[src/rtl/parity_pkg.sv]
// Shared encodings for the framed serial parity transmitter.
package parity_pkg;

    localparam logic [1:0] ST_IDLE   = 2'd0;
    localparam logic [1:0] ST_SHIFT  = 2'd1;
    localparam logic [1:0] ST_PARITY = 2'd2;

    localparam bit EVEN = 1'b0;
    localparam bit ODD  = 1'b1;

    typedef enum logic [1:0] {
        IDLE   = ST_IDLE,
        SHIFT  = ST_SHIFT,
        PARITY = ST_PARITY
    } state_e;

endpackage

[src/rtl/parity_accum.sv]
// Serial parity datapath: a 1-bit toggle register that XORs in one bit per enabled cycle.
module parity_accum (
    input  logic i_clk,
    input  logic i_rst,
    input  logic i_load,
    input  logic i_load_val,
    input  logic i_en,
    input  logic i_bit,
    output logic o_q
);

    logic q_q;

    // Load seeds the parity mode; enable folds the next serial bit in.
    always_ff @(posedge i_clk) begin
        if (i_rst) begin
            q_q <= 1'b0;
        end else if (i_load) begin
            q_q <= i_load_val;
        end else if (i_en) begin
            q_q <= q_q ^ i_bit;
        end
    end

    assign o_q = q_q;

endmodule

[src/rtl/parity_frame_controller.sv]
// Framed serial transmitter: accepts a word, shifts it out LSB-first, then appends parity.
module parity_frame_controller
    import parity_pkg::*;
#(
    parameter int unsigned DATA_W     = 8,
    parameter int unsigned ODD_PARITY = 0
) (
    input  logic              i_clk,
    input  logic              i_rst,
    input  logic [DATA_W-1:0] i_data,
    input  logic              i_valid,
    output logic              o_ready,
    output logic              o_ser,
    output logic              o_ser_valid,
    output logic              o_is_parity,
    output logic              o_busy,
    output logic              o_done
);

    // One extra bit so the counter reaches DATA_W without wrapping.
    localparam int unsigned CNT_W    = $clog2(DATA_W) + 1;
    localparam bit          PAR_SEED = (ODD_PARITY != 0) ? ODD : EVEN;

    state_e              state_q, state_d;
    logic [DATA_W-1:0]   shreg_q, shreg_d;
    logic [CNT_W-1:0]    cnt_q, cnt_d;
    logic                acc_load, acc_en, acc_q;

    // State, shift register and bit counter.
    always_ff @(posedge i_clk) begin
        if (i_rst) begin
            state_q <= IDLE;
            shreg_q <= '0;
            cnt_q   <= '0;
        end else begin
            state_q <= state_d;
            shreg_q <= shreg_d;
            cnt_q   <= cnt_d;
        end
    end

    // Next-state logic and accumulator control.
    always_comb begin
        state_d  = state_q;
        shreg_d  = shreg_q;
        cnt_d    = cnt_q;
        acc_load = 1'b0;
        acc_en   = 1'b0;
        case (state_q)
            IDLE: begin
                if (i_valid) begin
                    shreg_d  = i_data;
                    cnt_d    = '0;
                    acc_load = 1'b1;
                    state_d  = SHIFT;
                end
            end
            SHIFT: begin
                acc_en  = 1'b1;
                shreg_d = shreg_q >> 1;
                cnt_d   = cnt_q + CNT_W'(1);
                if (cnt_q == CNT_W'(DATA_W - 1)) begin
                    state_d = PARITY;
                end
            end
            PARITY: begin
                state_d = IDLE;
            end
            default: begin
                state_d = IDLE;
            end
        endcase
    end

    parity_accum u_accum (
        .i_clk      (i_clk),
        .i_rst      (i_rst),
        .i_load     (acc_load),
        .i_load_val (PAR_SEED),
        .i_en       (acc_en),
        .i_bit      (shreg_q[0]),
        .o_q        (acc_q)
    );

    // Outputs decoded purely from registered state.
    always_comb begin
        o_ready     = 1'b0;
        o_ser       = 1'b0;
        o_ser_valid = 1'b0;
        o_is_parity = 1'b0;
        o_busy      = 1'b0;
        o_done      = 1'b0;
        case (state_q)
            IDLE: begin
                o_ready = 1'b1;
            end
            SHIFT: begin
                o_ser       = shreg_q[0];
                o_ser_valid = 1'b1;
                o_busy      = 1'b1;
            end
            PARITY: begin
                o_ser       = acc_q;
                o_ser_valid = 1'b1;
                o_is_parity = 1'b1;
                o_done      = 1'b1;
                o_busy      = 1'b1;
            end
            default: begin
                o_ready = 1'b0;
            end
        endcase
    end

endmodule

[config.mk]
export PLATFORM = sky130hd
export DESIGN_NAME = parity_frame_controller
export DESIGN_NICKNAME = d
export VERILOG_FILES = /design/src/rtl/parity_pkg.sv /design/src/rtl/parity_accum.sv /design/src/rtl/parity_frame_controller.sv
export SDC_FILE = /design/constraint.sdc
export NUM_CORES = 1
export LEC_CHECK = 0
export ABC_AREA = 1
export CAP_MARGIN = 40
export CORE_MARGIN = 10
export CORE_UTILIZATION = 40
export DETAILED_ROUTE_END_ITERATION = 6
export GPL_TIMING_DRIVEN = 0
export PLACE_DENSITY = 0.7
export SLEW_MARGIN = 10
export SYNTH_ARGS = -nofsm -noshare
export SYNTH_HDL_FRONTEND = slang
export SYNTH_SLANG_ARGS = --single-unit
[constraint.sdc]
create_clock -name i_clk -period 1.3 [get_ports i_clk]
set_input_delay 0.13 -clock i_clk [delete_from_list [all_inputs] [get_ports i_clk]]
set_output_delay 0.13 -clock i_clk [all_outputs]
set_load 0.02 [all_outputs]
==> impl_results.md, run 1 <==
* Crit-path cells: inv_4, ha_4, a21boi_2, buf_6
* Critical path endpoint category: output pin
* Final Critical Period at ~1.4 ns
* Crit-path max cell delay at 0.40 ns
* Initial antenna violation count at 0
* Post-synth EDFFs at 0
* Netlist Area Pre-Place at ~770 um2
* Measured slew at the worst slew-check pin at about 0.36 ns
* Final Hold Viols at 0
* Largest net degree at the start of global routing at 11
* Worst Setup Slack, final at -0.102 ns
* Cell with the most instances after synthesis: nand2_1
* Post-Route WL at around 1800 um
* First-pass GRT wire length at just over 3000 um
* Port Buffer Count at 15
* Ant diodes at 0
* Worst Skew at 0.00322 ns
* Root Driver: clkbuf_4
* Top-level port count at 17
* WP buf/inv at 2
* Fmax at approximately 710 MHz
* Place WS at -0.396 ns
* RSZ-0062 raised after global routing: yes
* Mapped Cells at 113
* Data arrival time of the critical path at approximately 1.3 ns
* Most instantiated cells after synthesis: 35 x nand2_1, 17 x nor2_1, 15 x dfxtp_1, 8 x a21oi_1
* Pwr/cell area at approximately 1100 mW/mm2
* Die height at about 64 um
* Failing checks: setup timing
* Kind of critical path: flop to output pin
* Peak VDD IR at approximately 0.82 mV
* GRT Total Usage at 0.0903
* Met3 Use GR at 0.0418
* Area Growth Syn to Fin at 33.3%
* P_leak at approximately 0.45 nW
* Num CTS Buffers at 3
* Post-synth net total at ~130
* Worst setup SP type: flop
* H-tree levels at 1
* Layout cells sized above 1 at 0.203
* Routability Congestion at around 0.76
* CTS tree: yes
* Endpoints failing setup at 3
* CTS sink cnt at 15
* Main synth FF type: dfxtp_1
* Synthesized flop and latch total at 15
* FFs w/ async S/R, synth at 0
* Row cnt at 15
* Avg WL per Cell at roughly 11 um
* Status: finished, violations left
* Via count at approximately 750
* Average size of a mapped cell at slightly below 7 um2
* Pins over their slew limit at 0
* DP Wirelength at about 1300 um
* Die width at 63.9 um
* Die ar. at between 0.004 and 0.005 mm2
* Unique masters post-synth at 18
* GR Overflow Total at 0
* Final period utilization at 1.08
* Nets@finish at 150
* Avg Vias per Cell at ~4.8
* Slowest CP cell: dfxtp_4
* Drt drc at 0
* Worst-skew pair later-pin latency at roughly 0.28 ns
* Synth top area cells: dfxtp_1 39%, nand2_1 17%, nor2_1 8.3%
* Clock buffer depth at 2
* Top delay family on crit path: flip-flops
* Footprint of the multi-input gates at around 440 um2
* Register Area at approximately 310 um2
* Hold_buf cts at 0
* Met1 Usage GRT at 0.0941
* Hold Path Class: input port to flop
* Starting Density at 0.432
* Clock slew at the register clock pins of the worst setup and hold paths at 0.09 ns
* Synth top area share at 0.390
* Gr busiest metal: met2
* Vias in the first global route at between 700 and 800
* Power after layout at roughly 0.0012 W
* Initial drt markers at 30
* Met2 capacity usage during global routing at 0.163
* Seq/Total Area, Yosys at 0.390
* Routed Antenna Nets at 0
* Area leader, netlist: dfxtp_1
* YS warnings at 0
* Worst hold slack at between 0.2 and 0.25 ns
* WP data required at 1.17 ns
* Core area at around 0.0018 mm2
* Worst Path Max Fanout at 4
* Slew HR at 0.757
* Max Cap Viol at 0
* Drt pass-1 iters at 4
* Fill count at around 180
## metal layers
layer | part of all wire | vias up
li1 | - | 397
met1 | 0.44 | 342
met2 | 0.51 | 10
met3 | 0.037 | 2
met4 | 0.0084 | 0
met5 | 0 | -
## registers in the layout, summed over array words and instances (netlist names)
| signal | count |
|---|---|
| u_accum.o_q | 1 |
| shreg_q | 8 |
| cnt_q | 4 |
| state_q | 2 |
## worst register-to-register path: cells and delay by family, from the launching register on
kind / cells / cell delay (ns)
and+or+nand+nor: 3 / 0.17
DFF: 1 / 0.35
buffers and inverters: 3 / 0.29
adders and majority gates: 1 / 0.21
AOI/OAI and AO/OA: 1 / 0.18
## cells by family (layout without fill, tap and decap cells)
logic type                 Yosys count  in the layout  synth area share
AOI/OAI and AO/OA                   17             17             0.119
xor gates and xnor gates             1              1            0.0114
adders and majority gates            5              5            0.0813
buffers and inverters               14             34            0.0845
DFF                                 15             15             0.390
and+or+nand+nor                     61             61             0.314
## power by group
part	internal [W]	switching (W)	leakage, nW	total, W
Sequential	0.000504	0.0000286	0.124	0.000533
Combinational	0.000162	0.000203	0.312	0.000364
Clock	0.000119	0.000149	0.0150	0.000268
Total	0.000785	0.000380	0.451	0.00116
## path summary, 6_finish.rpt
kind	from	endpoint	slack, ns	cells past startpoint
max reg2reg	state_q[1]$_SDFFE_PP0P_	cnt_q[3]$_SDFFE_PP0P_	0.01	8
min	i_rst	state_q[1]$_SDFFE_PP0P_	0.20	2
min reg2reg	shreg_q[7]$_SDFFE_PP0P_	shreg_q[7]$_SDFFE_PP0P_	0.47	2
max	state_q[0]$_SDFFE_PP0P_	o_ser	-0.10	4
## placed cells by master (no fill, tap or decap), drive strengths merged
master / netlist / routed
or2: 1 / 1
clkdlybuf4s50: 0 / 9
dfxtp: 15 / 15
a21boi: 1 / 1
nor3: 1 / 1
o21ai: 8 / 8
nor2: 17 / 17
buf: 4 / 10
a21oi: 8 / 8
ha: 5 / 5
inv: 9 / 9
nand3: 7 / 7
nand2: 35 / 35
clkbuf: 1 / 6
xor2: 1 / 1
## final cells by class
type | instances | share of cell area
Multi-Input combinational cell | 84 | 0.430
Sequential cell | 15 | 0.298
Tap cell | 25 | 0.0305
Buffer | 5 | 0.0366
Timing Repair Buffer | 16 | 0.139
Clock buffer | 4 | 0.0256
Inverter | 9 | 0.0402
## per-stage QoR
step / instance area, um2 / setup TNS (ns) / std cells / utilization
floorplan: 772 / -0.0287 / 113 / -
CTS: 1010 / -0.153 / 158 / 0.564
global route: 1030 / -0.881 / 158 / 0.575
finish: 1030 / -0.143 / 158 / 0.575
global placement: 953 / -1.61 / 153 / 0.535
detailed placement: 953 / -1.87 / 153 / 0.535
## repair_timing
action	in CTS	in global routing
endpoints found under the setup margin	18	19
pin swaps	0	2
gates resized for setup	38	9
buffers inserted	1	0
No activity file was read; power rests on OpenSTA's default activity.
==> inputs of run 2 (changes only) <==
TNS_END_PERCENT = 20   (was default)
==> impl_results.md, run 2 (synthesized netlist as in run 1, its figures left out) <==
* Status: finished, violations left
* Final period utilization at 1.07 (-0.00492)
* Kind of critical path: flop to output pin
* Hold_buf cts at 0 (unchanged)
* Avg WL per Cell at 11.2 um (-0.61%)
* Pins over their slew limit at 0 (unchanged)
* RSZ-0062 raised after global routing: yes
* Peak VDD IR at 0.779 mV (-5.3%)
* Logic pwr share at 0.317 (+0.004)
* Top-level port count at 17 (unchanged)
* Avg Vias per Cell at 4.71 (-0.97%)
* Critical path endpoint category: output pin
* Num CTS Buffers at 3 (unchanged)
* Measured slew at the worst slew-check pin at 0.395 ns (+0.0299 ns)
* Place WS at -0.396 ns (unchanged)
* Most frequent cells in the layout: 34 x nand2_1, 17 x nor2_1, 13 x dfxtp_1, 9 x clkdlybuf4s50_1, 7 x nand3_1
* Design area at 0.00104 mm2 (+0.98%)
* First-pass GRT wire length at 2980 um (-1.6%)
* Worst hold slack at 0.216 ns (+0.0140 ns)
* Final non-filler cell total at 157 (-0.63%)
* Fmax at 716 MHz (+0.46%)
* Ant diodes at 0 (unchanged)
* Root Driver: clkbuf_4
* Int Power at 0.000784 W (-0.14%)
* GR Overflow Total at 0 (unchanged)
* Port Buffer Count at 15 (unchanged)
* H-tree levels at 1 (unchanged)
* DP Wirelength at 1310 um (unchanged)
* CTS sink cnt at 15 (unchanged)
* Post-Route WL at 1760 um (-1.2%)
* Clock slew at the register clock pins of the worst setup and hold paths at 0.08 ns (about the same)
* Core area at 0.00178 mm2 (unchanged)
* WP data required at 1.17 ns (about the same)
* Initial drt markers at 35 (+17%)
* Nets@finish at 149 (-0.67%)
* Layout cells sized above 1 at 0.212 (+0.00911)
* Worst setup SP type: flop
* Drt pass-1 iters at 4 (unchanged)
* Biggest register: shreg_q
* CTS tree: yes
* Largest regs: shreg_q (8), cnt_q (4), state_q (2)
* Commonest non-fill, non-tap cell in the layout: nand2_1
* Clock buffer depth at 2 (unchanged)
* Die height at 63.9 um (unchanged)
* Vias in the first global route at 707 (-0.14%)
* Drt drc at 0 (unchanged)
* Slew HR at 0.737 (-0.0200)
* Worst Setup Slack, final at -0.0961 ns (+0.00640 ns)
* Worst Path Max Fanout at 4 (unchanged)
* Worst-skew pair later-pin latency at 0.28 ns (about the same)
* Net Sw Frac at 0.330 (+0.00316)
* Via count at 739 (-1.6%)
* Clock share of power at 0.227 (-0.003)
* Routed Antenna Nets at 0 (unchanged)
* Number of cells after detailed placement at 153 (unchanged)
* Starting Density at 0.432 (unchanged)
* Worst Skew at 0.00181 ns (-0.00141 ns)
* GRT Total Usage at 0.0889 (-0.00141)
* Data arrival time of the critical path at 1.27 ns (about the same)
* Hold Path Class: input port to flop
* Dpl cell area at 953 um2 (unchanged)
* Die width at 63.9 um (unchanged)
* Pwr/cell area at 1130 mW/mm2 (-0.64%)
* Largest net degree at the start of global routing at 11 (unchanged)
* Routability Congestion at 0.757 (unchanged)
* Endpoints failing setup at 3 (unchanged)
* Initial antenna violation count at 0 (unchanged)
* P_leak at 0.450 nW (-0.29%)
* Switching power at 0.000385 W (+1.3%)
* Failing checks: setup timing
* Max Cap Viol at 0 (unchanged)
* Die ar. at 0.00408 mm2 (unchanged)
* Final Hold Viols at 0 (unchanged)
* Max reg flops at 8 (unchanged)
* Area Growth Syn to Fin at 34.6%
* Sequential group share of total power at 0.456 (about the same)
* Row cnt at 15 (unchanged)
* Final Critical Period at 1.40 ns (-0.00640 ns)
-- run 2: power groups by stage --
stage / sequential (W) / clock (W) / combinational, W
floorplan: 0.000531 / 0 / 0.000229
finish: 0.000532 / 0.000266 / 0.000371
global route: 0.000539 / 0.000298 / 0.000414
CTS: 0.000528 / 0.000277 / 0.000363
global placement: 0.000535 / 0 / 0.000335
detailed placement: 0.000536 / 0 / 0.000341
-- run 2: path summary, 6_finish.rpt --
check | startpoint | to | slack, ns | cells after the start
max | state_q[0]$_SDFFE_PP0P_ | o_ser | -0.1 | 4
min | i_rst | state_q[1]$_SDFFE_PP0P_ | 0.22 | 2
max reg2reg | state_q[1]$_SDFFE_PP0P_ | cnt_q[3]$_SDFFE_PP0P_ | -0.01 | 8
min reg2reg | shreg_q[7]$_SDFFE_PP0P_ | shreg_q[7]$_SDFFE_PP0P_ | 0.46 | 2
-- run 2: through the flow --
step | power [W] | util | TNS [ns]
CTS | 0.00117 | 0.564 | -0.164
global route | 0.00125 | 0.581 | -0.967
finish | 0.00117 | 0.581 | -0.128
global placement | 0.000870 | 0.535 | -1.61
detailed placement | 0.000877 | 0.535 | -1.87
floorplan | 0.000760 | - | -0.0287
-- run 2: layout make-up --
type,count,area (um2)
fillers,180,747
multi-input cells,84,455
flip-flops and latches,15,308
repair buffers,15,139
inverters,9,41.3
plain buffers,5,35.0
well taps,25,31.3
clock buffers,4,26.3
-- run 2: per-layer routing --
| layer | routed length, um | vias to the layer above | part of all wire | GRT usage |
|---|---|---|---|---|
| met5 | 0 | - | 0 | 0 |
| met4 | 17 | 0 | 0.0097 | 0.0164 |
| met3 | 53 | 2 | 0.030 | 0.0418 |
| met2 | 918 | 8 | 0.52 | 0.162 |
| met1 | 770 | 337 | 0.44 | 0.0911 |
| li1 | - | 392 | - | - |
-- run 2: timing repair --
item                       CTS  global route
setup endpoints to repair   18            19
resized for setup           41            13
pin swaps                    0             2
setup buffers                0             0
hold endpoints to repair     0             0
-- run 2: critical path, cell delays in order, from the launching register on --
cell,delay [ns]
dfxtp_4,0.39
inv_4,0.05
ha_4,0.26
a21boi_2,0.16
buf_6,0.13
==> inputs of run 3 (changes only) <==
GPL_TIMING_DRIVEN = default   (was 0)
==> impl_results.md, run 3 (synthesized netlist as in run 1, its figures left out) <==
* Vias in the first global route at 758 (+7.2%)
* Die height at 63.9 um (unchanged)
* Pins over their slew limit at 0 (unchanged)
* Port Buffer Count at 16 (+1)
* Kind of critical path: flop to output pin
* Status: finished, violations left
* Data arrival time of the critical path at 1.31 ns (+0.04 ns)
* Routed Antenna Nets at 0 (unchanged)
* Worst setup path start: state_q[0]$_SDFFE_PP0P_
* Via count at 819 (+11%)
* Top-level port count at 17 (unchanged)
* Crit-path max cell delay at 0.34 ns (-0.05 ns)
* Slowest CP cell: dfxtp_2
* Post-Route WL at 2230 um (+27%)
* Max reg flops at 8 (unchanged)
* Worst reg2reg path endpoint: shreg_q[1]$_SDFFE_PP0P_
* Worst Setup Slack, final at -0.138 ns (-0.0415 ns)
* Die width at 63.9 um (unchanged)
* Post-CTS setup buffers at 0 (unchanged)
* Final period utilization at 1.11 (+0.0319)
* Area Growth Syn to Fin at 52.8%
* First-pass GRT wire length at 3390 um (+14%)
* Reg2reg path depth at 8 (unchanged)
* Layout cells sized above 1 at 0.294 (+0.0816)
* Endpoints failing setup at 15 (+12)
* Fmax at 696 MHz (-2.9%)
* Row cnt at 15 (unchanged)
* Hold Path Class: input port to flop
* WP data required at 1.17 ns (about the same)
* Most used cell, CP: buf_6
* Failing checks: setup timing
* Root Driver: clkbuf_4
* Num CTS Buffers at 3 (unchanged)
* R2r setup slk at -0.13 ns (-0.12 ns)
* P_leak at 0.516 nW (+15%)
* Reg-to-Reg Start: state_q[1]$_SDFFE_PP0P_
* Avg WL per Cell at 13.3 um (+18%)
* Clock buffer depth at 2 (unchanged)
* Biggest register: shreg_q
* Initial antenna violation count at 0 (unchanged)
* Ant diodes at 0 (unchanged)
* Die ar. at 0.00408 mm2 (unchanged)
* Final Hold Viols at 0 (unchanged)
* Max Cap Viol at 0 (unchanged)
* Worst setup SP type: flop
* Largest net degree at the start of global routing at 11 (unchanged)
* Largest regs: shreg_q (8), cnt_q (4), state_q (2)
* Crit-path cells: inv_2, buf_6, ha_4, nand2_2, a21boi_2, buf_6
* GR Overflow Total at 0 (unchanged)
* Fill count at 155 (-14%)
* Starting Density at 0.432 (unchanged)
* GRT Total Usage at 0.100 (+0.0115)
* Worst hold slack at 0.435 ns (+0.220 ns)
* Critical path endpoint category: output pin
* RSZ-0062 raised after global routing: yes
* Nets@finish at 160 (+7.4%)
* Pwr/cell area at 1090 mW/mm2 (-3.3%)
* Slew HR at 0.769 (+0.0324)
* Peak VDD IR at 0.779 mV (about the same)
* Final Critical Period at 1.44 ns (+0.0415 ns)
* Worst Path Max Fanout at 2 (-2)
* H-tree levels at 1 (unchanged)
* Worst-skew pair later-pin latency at 0.29 ns (about the same)
* DP Wirelength at 1480 um (+13%)
* Drt pass-1 iters at 4 (unchanged)
* CTS tree: yes
* Critical Path End: o_ser
* Drt drc at 0 (unchanged)
* Clock slew at the register clock pins of the worst setup and hold paths at 0.10 ns (+0.02 ns)
* Core area at 0.00178 mm2 (unchanged)
* Initial drt markers at 24 (-31%)
* Hold path cells at 3 (+1)
* Place WS at -0.312 ns (+0.0844 ns)
* Worst Skew at 0.0100 ns (+0.00820 ns)
* Routability Congestion at 0.762 (+0.63%)
* Most frequent cells in the layout: 33 x nand2_1, 16 x nor2_1, 13 x dfxtp_1, 10 x clkdlybuf4s50_1, 10 x buf_6
* Measured slew at the worst slew-check pin at 0.345 ns (-0.0499 ns)
* CTS sink cnt at 15 (unchanged)
* Commonest non-fill, non-tap cell in the layout: nand2_1
* Avg Vias per Cell at 4.88 (+3.6%)
[run 3: changes by cell type in the layout (fill, tap and decap cells not counted), sizes merged]
cell	previous run	this run
clkbuf	5	3
clkdlybuf4s50	9	10
clkinv	0	2
buf	10	20
[run 3: worst min-delay path by stage]
| stage | from | endpoint |
|---|---|---|
| floorplan | i_data[7] | shreg_q[7]$_SDFFE_PP0P_ |
| global placement | shreg_q[7]$_SDFFE_PP0P_ | shreg_q[7]$_SDFFE_PP0P_ |
| detailed placement | shreg_q[7]$_SDFFE_PP0P_ | shreg_q[7]$_SDFFE_PP0P_ |
| CTS | i_data[7] | shreg_q[7]$_SDFFE_PP0P_ |
| global route | i_data[7] | shreg_q[7]$_SDFFE_PP0P_ |
| finish | i_data[7] | shreg_q[7]$_SDFFE_PP0P_ |
[run 3: what timing repair did]
action / in CTS / in global routing
cloned: 0 / 1
resized for setup: 49 / 12
pin swaps: 1 / 2
endpoints found under the setup margin: 18 / 19
hold buffers: 0 / 0
[run 3: area by class of cell]
| class | count | area, um2 | share of cell area |
|---|---|---|---|
| Clock buffer | 3 | 22.5 | 0.0191 |
| Clock inverter | 1 | 5.00 | 0.00426 |
| Inverter | 9 | 38.8 | 0.0330 |
| Multi-Input combinational cell | 84 | 484 | 0.412 |
| Sequential cell | 15 | 303 | 0.257 |
| Tap cell | 25 | 31.3 | 0.0266 |
| Timing Repair Buffer | 30 | 285 | 0.243 |
| Timing Repair inverter | 1 | 6.26 | 0.00532 |
[run 3: per-layer routing]
metal	track usage	vias to the layer above	part of all wire
met5	0	-	0
met1	0.116	388	0.42
li1	-	415	-
met2	0.174	14	0.54
met3	0.0366	2	0.034
met4	0.0164	0	0.0067
[run 3: critical path: cells and delay by family (launching register included)]
| kind | cells | cell delay [ns] |
|---|---|---|
| adder cells (fa/ha/maj) | 1 | 0.13 |
| flip-flops | 1 | 0.34 |
| AO/OA/AOI/OAI | 1 | 0.16 |
| AND/OR/NAND/NOR | 1 | 0.07 |
| buffers and inverters | 3 | 0.31 |
[run 3: metrics by stage]
stage	total power [W]	std cells	util	area [um2]	TNS [ns]
after global routing	0.00136	168	0.660	1180	-2.16
after detailed placement	0.000929	163	0.582	1040	-2.14
after global placement	0.000918	163	0.582	1040	-1.50
final	0.00128	168	0.660	1180	-1.14
after floorplan	0.000760	113	-	772	-0.0287
after CTS	0.00124	167	0.639	1140	-0.380
[run 3: report_power, final]
part | switching, W | internal (W)
sequential | 0.0000256 | 0.000504
clock | 0.000156 | 0.000114
combinational | 0.000253 | 0.000230
